==> src/rtl/rv_pkg.sv <==
// ============================================================================
// rv_pkg: shared types and widths for the IMEM loader.
// Revision: 1.0
// ============================================================================
`default_nettype none

package rv_pkg;

  localparam int XLEN           = 32;
  localparam int BYTE_W         = 8;
  localparam int BYTES_PER_WORD = XLEN / BYTE_W;
  localparam int BCNT_W         = 2;

  typedef enum logic [2:0] {
    IDLE = 3'd0,
    LEN  = 3'd1,
    DATA = 3'd2,
    CSUM = 3'd3,
    DONE = 3'd4,
    ERR  = 3'd5
  } loader_state_t;

endpackage

`default_nettype wire

==> src/rtl/byte_word_packer.sv <==
// ============================================================================
// byte_word_packer: assembles little-endian bytes into 32-bit words.
// Revision: 1.0
// ============================================================================
`default_nettype none

module byte_word_packer
  import rv_pkg::*;
(
  input  logic              clk,
  input  logic              rst,
  input  logic              clr_i,
  input  logic              byte_vld_i,
  input  logic [BYTE_W-1:0] byte_i,
  output logic              last_o,
  output logic [XLEN-1:0]   word_nxt_o,
  output logic [XLEN-1:0]   word_o,
  output logic              word_valid_o
);

  logic [BCNT_W-1:0] byte_cnt_q;
  logic [XLEN-1:0]   shift_q;
  logic [XLEN-1:0]   word_q;
  logic              word_valid_q;

  assign last_o       = (byte_cnt_q == BCNT_W'(BYTES_PER_WORD - 1));
  // Bytes enter at the top, so the first byte of a word ends up in [7:0].
  assign word_nxt_o   = {byte_i, shift_q[XLEN-1:BYTE_W]};
  assign word_o       = word_q;
  assign word_valid_o = word_valid_q;

  always_ff @(posedge clk or posedge rst) begin
    if (rst) begin
      byte_cnt_q   <= '0;
      shift_q      <= '0;
      word_q       <= '0;
      word_valid_q <= 1'b0;
    end else begin
      word_valid_q <= 1'b0;
      if (clr_i) begin
        byte_cnt_q <= '0;
        shift_q    <= '0;
      end else if (byte_vld_i) begin
        shift_q    <= word_nxt_o;
        byte_cnt_q <= byte_cnt_q + 1'b1;
        if (last_o) begin
          word_q       <= word_nxt_o;
          word_valid_q <= 1'b1;
        end
      end
    end
  end

endmodule

`default_nettype wire

==> src/rtl/imem_loader.sv <==
// ============================================================================
// imem_loader: streams a length-prefixed program image into IMEM, holding the
// core until done. Optional trailing XOR checksum byte: CHECKSUM_EN.
// Revision: 1.0
// ============================================================================
`default_nettype none

module imem_loader
  import rv_pkg::*;
#(
  parameter int ADDR_W    = 10,
  parameter int BASE_ADDR = 0
) (
  input  logic              clk,
  input  logic              rst,
  input  logic              start,
  input  logic [BYTE_W-1:0] rx_data,
  input  logic              rx_valid,
  output logic              rx_ready,
  output logic              imem_we,
  output logic [ADDR_W-1:0] imem_addr,
  output logic [XLEN-1:0]   imem_wdata,
  output logic              cpu_hold,
  output logic              done,
  output logic              err
);

  localparam logic [32:0] CAP = (33'd1 << ADDR_W) - 33'(BASE_ADDR);
`ifdef CHECKSUM_EN
  localparam loader_state_t AFTER_DATA = CSUM;
`else
  localparam loader_state_t AFTER_DATA = DONE;
`endif

  loader_state_t     state_q, state_d;
  logic              rx_ready_q, hold_q, done_q, err_q;
  logic              data_q;
  logic [ADDR_W:0]   idx_q, len_q;
  logic [ADDR_W-1:0] addr_q;
`ifdef CHECKSUM_EN
  logic [BYTE_W-1:0] csum_q;
`endif

  logic              acc, start_ok, last, word_valid;
  logic [XLEN-1:0]   word_nxt, word;

  assign acc      = rx_valid & rx_ready_q;
  assign start_ok = start & (state_q inside {IDLE, DONE, ERR});

  byte_word_packer u_packer (
    .clk          (clk),
    .rst          (rst),
    .clr_i        (start_ok),
    .byte_vld_i   (acc),
    .byte_i       (rx_data),
    .last_o       (last),
    .word_nxt_o   (word_nxt),
    .word_o       (word),
    .word_valid_o (word_valid)
  );

  // data_q tags the word in flight so the length word never reaches IMEM.
  assign imem_we    = word_valid & data_q;
  assign imem_addr  = addr_q;
  assign imem_wdata = word;
  assign rx_ready   = rx_ready_q;
  assign cpu_hold   = hold_q;
  assign done       = done_q;
  assign err        = err_q;

  always_comb begin
    state_d = state_q;
    case (state_q)
      IDLE, DONE, ERR: if (start) state_d = LEN;
      LEN: begin
        if (acc && last) begin
          if ({1'b0, word_nxt} > CAP) state_d = ERR;
          else if (word_nxt == '0)    state_d = AFTER_DATA;
          else                        state_d = DATA;
        end
      end
      DATA: begin
        if (acc && last && (idx_q == len_q - 1'b1)) state_d = AFTER_DATA;
      end
`ifdef CHECKSUM_EN
      CSUM: if (acc) state_d = (rx_data == csum_q) ? DONE : ERR;
`endif
      default: state_d = IDLE;
    endcase
  end

  always_ff @(posedge clk or posedge rst) begin
    if (rst) begin
      state_q    <= IDLE;
      rx_ready_q <= 1'b0;
      hold_q     <= 1'b1;
      done_q     <= 1'b0;
      err_q      <= 1'b0;
      data_q     <= 1'b0;
      idx_q      <= '0;
      len_q      <= '0;
      addr_q     <= '0;
`ifdef CHECKSUM_EN
      csum_q     <= '0;
`endif
    end else begin
      state_q    <= state_d;
      rx_ready_q <= state_d inside {LEN, DATA, CSUM};
      hold_q     <= (state_d != DONE);
      done_q     <= (state_d == DONE);
      err_q      <= (state_d == ERR);
      if (acc) data_q <= (state_q == DATA);
      if (state_q == LEN && acc && last) len_q <= word_nxt[ADDR_W:0];
      if (start_ok) begin
        idx_q  <= '0;
        addr_q <= ADDR_W'(BASE_ADDR);
      end else if (imem_we) begin
        idx_q  <= idx_q + 1'b1;
        addr_q <= addr_q + 1'b1;
      end
`ifdef CHECKSUM_EN
      if (start_ok)                     csum_q <= '0;
      else if (acc && state_q == DATA)  csum_q <= csum_q ^ rx_data;
`endif
    end
  end

endmodule

`default_nettype wire

==> config.mk <==
export PLATFORM = sky130hd
export DESIGN_NAME = imem_loader
export DESIGN_NICKNAME = d
export VERILOG_FILES = /design/src/rtl/rv_pkg.sv /design/src/rtl/byte_word_packer.sv /design/src/rtl/imem_loader.sv
export SDC_FILE = /design/constraint.sdc
export NUM_CORES = 1
export LEC_CHECK = 0
export CAP_MARGIN = 40
export CORE_MARGIN = 5
export CORE_UTILIZATION = 40
export DETAILED_ROUTE_END_ITERATION = 16
export GPL_TIMING_DRIVEN = 0
export PLACE_DENSITY = 0.62
export SLEW_MARGIN = 20
export SYNTH_ARGS = -nofsm -noshare
export SYNTH_HDL_FRONTEND = slang
export SYNTH_SLANG_ARGS = --single-unit
export TNS_END_PERCENT = 20
==> constraint.sdc <==
create_clock -name clk -period 9.1 [get_ports clk]
set_clock_uncertainty 0.1 [all_clocks]
set_input_delay 1.365 -clock clk [delete_from_list [all_inputs] [get_ports clk]]
set_output_delay 1.365 -clock clk [all_outputs]
set_load 0.005 [all_outputs]
Word-level counts from Yosys, hierarchy flattened
Cells that the tools add are included.

storage, ports and cells
  logic and storage cells = 63
  bits in writable memories = 0
  bits of input ports = 12
  output and inout port bits = 47
  ROM bits = 0
  memories = 0
  latch bits = 0
  flip-flop bits (word level) = 107

cells by class
  div/mod/pow operators = 0
  reductions and logical operators = 12
  mux-type cells = 17
  shift-type cells = 0
  eq/ne operators = 12
  $lt $le $gt $ge = 1
  add/sub/neg operators = 4
  multipliers = 0
  bitwise gates (word level) = 4

operators by type and width
  operator                                                                            count
  32-bit two-way mux                                                                  2
  32-bit by 11-bit greater-than comparator with 1-bit output (second input constant)  1
  32-bit logical NOT                                                                  1
  11-bit two-way mux                                                                  2
  10-bit two-way mux                                                                  2
  3-bit two-way mux                                                                   5
  3-bit == test (second input constant)                                               4
  11-bit by 1-bit adder with 11-bit output (second input constant)                    1
  11-bit == test                                                                      1
  11-bit by 1-bit subtractor with 11-bit output (second input constant)               1
  10-bit by 1-bit adder with 10-bit output (second input constant)                    1
  3-bit by 2-bit == test with 1-bit output (second input constant)                    3
  3-bit case mux with 3 select lines                                                  1
  3-bit by 1-bit == test with 1-bit output (second input constant)                    2
  3-bit nonzero test                                                                  2
  1-bit logical AND                                                                   4
  2-bit two-way mux                                                                   2
  2-bit nonzero test                                                                  2
  1-bit AND                                                                           3
  3-bit logical NOT                                                                   1
  1-bit two-way mux                                                                   3
  3-bit != test (second input constant)                                               1
  3-bit AND reduction                                                                 1
  3-bit OR reduction                                                                  1
  3 further kinds                                                                     3

Logic depth before layout (Yosys ltp)
  depth in word-level cells = 7
  gate-level depth with buffers = 8
  depth with buffers taken out = 8

Modules after synthesis
Synthesis repeated with hierarchy kept, for this count alone.

second synthesis, totals
  cells, all modules = 426
  area total of the unflattened synthesis = 4813.4 um2

modules (own cells, without submodules)
  module            area each (um2)  sequential area each (um2)  instances  cells an instance
  byte_word_packer  2477.4           1476.4                      1          164
  imem_loader       2336.0           1002.2                      1          262

Worst setup path after synthesis
Ideal clock, no wire load.

  path kind = input -> register
  start point = in rx_valid
  end point = reg u_packer.word_q[26] (netlist: u_packer.word_o[26])
  data required time = 8.875 ns
  library setup time = 0.125 ns
  stages on the path = 6
  data arrival time = 2.895 ns
  setup slack = 5.981 ns
  buffers on the path = 2
  cells stage by stage = and2_1 clkbuf_1 nand2_1 nor2_1 clkbuf_1 mux2_2

between the ends
  word-level cells in the longest chain between the ends = 2

ends and longest elaborated chain
  what                                  line                    text
  from (decl)                           imem_loader.sv:18       input logic rx_valid,
  1-bit AND                             imem_loader.sv:47       assign acc = rx_valid & rx_ready_q;
  3-bit AND reduction (no source line)  n/a
  to (signal assigned)                  byte_word_packer.sv:47  word_q <= word_nxt_o;
  to (decl)                             byte_word_packer.sv:23  logic [XLEN-1:0] word_q;

No other way between the ends.
A chain may end at the register's enable or synchronous reset.

Worst setup path after layout
  start point = in rx_valid
  end point = reg u_packer.word_q[7] (netlist: u_packer.word_o[7])

Same word-level chain as after synthesis.

==> impl_metrics.csv <==
group,metric,value,unit
worst_setup_path,r2r_end,"state_q[2]$_DFF_PP0_",
floorplanning,die-width,116,um
min_path,min_path_cells,2,
grt,grt_max_degree,63,
floorplanning,start_util,41.0,%
worst_setup_path,rr_startpoint,"len_q[0]$_DFFE_PP0P_",
route,dr_total_vias,3254,
worst_setup_path,cp_max_fo,10,
floorplanning,die-area,13400,sq um
cts,cts.repair.resized,0,
power_and_ir_drop,p_leak,0.00238,uW
yosys,synthXorXnorAreaFrac,5.89,%
route,wl_met3,386,um
cts,clkTransAtPathRegs,0.09,ns
yosys,synth_compound_area_share,7.18,%
route,drc,0,
cts,cts_made_buffers,9,
worst_setup_path,rr_worst_depth,8,
timing,setup_tns,0,ns
cells_and_area,syn_to_final_growth,21.7,%
yosys,synth_top_family_by_area,"simple AND/OR/NAND/NOR gates",
timing,setup_viol,0,
timing,timing.hold.ws,0.386,ns
worst_setup_path,crit_type,"input port to register",
cells_and_area,antenna_cells,0,
placement,gp_congestion,0.798,
grt,grt_pass1_vias,3348,
yosys,synth_simple_gate_area_share,17.6,%
worst_setup_path,path_cells,"clkdlybuf4s50_1 -> and2_1 -> clkbuf_1 -> nand2_1 -> nor2_1 -> clkbuf_1 -> mux2_2",
cells_and_area,mostFrequentLayoutCells,"dfrtp_1, nand2_1, clkdlybuf4s50_1, nor2_1, a21oi_1",
worst_setup_path,critPathMaxStageDelay,0.53,ns
worst_setup_path,crit_arrival,4.08,ns
yosys,ys.warnings.count,0,
cts,h-tree-depth,3,
cts,clkSinkCount,99,
power_and_ir_drop,ir_drop,0.140,mV
worst_setup_path,critPathCaptureType,"register",
floorplanning,coreArea,10900,sq um
grt,grt_pass1_wl,16600,um
run_status,status,"finished, final reports clean",
cts,root_buffer,"clkbuf_8",
min_path,min_path_type,"register to register",
timing,drv_slew,0,
cts,post_cts_buffers,0,
route,wl_met2,4780,um
floorplanning,fp.dieH,116,um
yosys,ys_types,49,
grt,grt.overflow.total,0,
placement,numPortBuffers,58,
worst_setup_path,critPathSlowestCell,"nor2_1",
min_path,min_from,"data_q$_DFFE_PP0P_",
timing,postLayoutSetupSlackWorst,5.17,ns
cts,holdBufCountCts,0,
yosys,synth.area.mux_share,10.8,%
timing,period_minus_slack,3.93,ns
placement,pre_cts_ws,4.73,ns
min_path,worstHoldEndpoint,"data_q$_DFFE_PP0P_",
worst_setup_path,crit_buf_inv,3,
cts,cts_tree,"yes",
timing,hold_viol,0,
timing,max_slew_margin,57.0,%
cts,cts_buffer_depth,2,
yosys,syn_inst,410,
floorplanning,rows,38,
timing,fin_crit_sh,43.2,%
timing,rsz0062_at_grt,"no",
yosys,synth_seq_cells,99,
grt,antenna_found_initial,0,
yosys,synth-adder-area-share,1.12,%
worst_setup_path,crit_family,"buffers and inverters",
yosys,synth_area,4460,sq um
run,cap_violations,0,
timing,fmax,254,MHz
grt,track_usage,15.9,%
floorplanning,ios,59,
worst_setup_path,crit_required,9.25,ns
route,via_per_inst,5.21,
power_and_ir_drop,power_density,301,nW/um^2
route,wirelength,9940,um
route,dr.pass1.iters,4,
route,wl_met1,4630,um
cells_and_area,final_common_cell,"dfrtp_1",
cells_and_area,fillerInstances,1026,
route,topRoutingLayerUsed,"met4",
cells_and_area,layout-drive-gt1-share,10.9,%
yosys,seq_area_frac_synth,55.6,%
yosys,synth_nets,426,
cts,clock_latency,0.37,ns
timing,worst_pin_slew,0.644,ns
cells_and_area,finalNetCount,496,
worst_setup_path,startpoint_type,"input port",
route,drt_iter0_markers,122,
route,wl_per_cell,15.9,um
worst_setup_path,r2r_slack,6.25,ns
placement,dpl.hpwl,7200,um
route,postRouteAntennaNets,0,
worst_setup_path,critPathMostFrequentCell,"clkbuf_1",
yosys,syn_avg_cell_area,10.9,sq um
==> registers in the layout (all words and copies together) (netlist names) <==
register	flops
idx_q	11
cpu_hold	1
done	1
rx_ready	1
state_q	3
imem_addr	10
u_packer.byte_cnt_q	2
u_packer.shift_q	24
u_packer.word_valid_o	1
u_packer.word_o	32
data_q	1
err	1
len_q	11
==> worst min-delay path, stage by stage (launching register included) <==
cell,delay (ns)
dfrtp_1,0.34
nand2_1,0.04
o21ai_0,0.06
==> layer usage <==
metal  track usage [%]  vias up
met5                 0        -
met2              26.0       49
met1              21.2     1622
met3              3.13        9
li1                  -     1574
met4              5.63        0
==> stage by stage <==
stage                     power (uW)  util, %  std cells  area, sq um
after floorplan                 1110        -        410         4460
after CTS                       1650     49.8        625         5430
after detailed placement        1380     48.2        609         5250
after global placement          1360     47.9        608         5220
after global routing            1760     49.8        625         5430
final                           1630     49.8        625         5430
==> kinds of logic (layout without fill, tap and decap cells) <==
kind of cell / Yosys count / count (layout)
buffers and inverters: 21 / 96
adder cells (fa/ha/maj): 4 / 4
multiplexers: 43 / 43
AO/OA/AOI/OAI: 54 / 54
flip-flops: 99 / 99
XOR/XNOR: 30 / 30
AND/OR/NAND/NOR: 159 / 159
==> final cells by class <==
class	instances	area [sq um]	area share, %
buffer	16	61.3	1.13
clock inverter	4	23.8	0.438
clock buffer	12	155	2.86
multi-input combinational	290	1900	35.0
timing repair buffer	59	608	11.2
sequential	99	2480	45.7
tap	140	175	3.23
inverter	5	23.8	0.438
==> cells in the mapped netlist, drive strengths merged <==
library cell,number,share of area (%)
dfrtp,98,55
nand2,68,5.7
mux2,41,10
a21oi,32,3.7
nor2,32,2.7
xor2,18,3.5
clkbuf,14,1.2
nand4,13,2.0
xnor2,12,2.4
nor4,10,1.7
o21ai,8,0.90
nor3,6,0.79
inv,5,0.42
or3,5,0.73
and3,4,0.56
ha,4,1.1
nor2b,4,0.56
a31oi,3,0.42
nand3,3,0.34
nor3b,3,0.51
and2,2,0.28
buf,2,0.20
mux2i,2,0.45
nand2b,2,0.28
or2,2,0.28
or2b,2,0.39
or4b,2,0.53
a2111oi,1,0.22
a211o,1,0.20
a311o,1,0.22
a31o,1,0.20
a32o,1,0.22
dfstp,1,0.59
nand3b,1,0.25
o211ai,1,0.17
o21a,1,0.17
o21bai,1,0.17
o2bb2ai,1,0.20
o31ai,1,0.17
o32a,1,0.25
==> where the power goes <==
group	leakage, uW	total (uW)	switching, uW	internal [uW]
combinational	0.000993	635	291	344
clock	0.0000965	263	149	114
sequential	0.00129	736	146	590
==> worst max path at each step <==
stage / startpoint / slack, ns / endpoint / depth (start not counted)
after floorplan: rst / 5.05 / data_q$_DFFE_PP0P_ / 1
after global placement: rst / 3.50 / imem_addr[3]$_DFFE_PP0P_ / 2
after detailed placement: rx_valid / 4.73 / u_packer.word_o[3]$_DFFE_PP0P_ / 7
after CTS: rx_valid / 5.13 / u_packer.word_o[7]$_DFFE_PP0P_ / 7
after global routing: rx_valid / 5.00 / u_packer.word_o[3]$_DFFE_PP0P_ / 7
final: rx_valid / 5.17 / u_packer.word_o[7]$_DFFE_PP0P_ / 7
No activity file was read; power rests on OpenSTA's default activity.
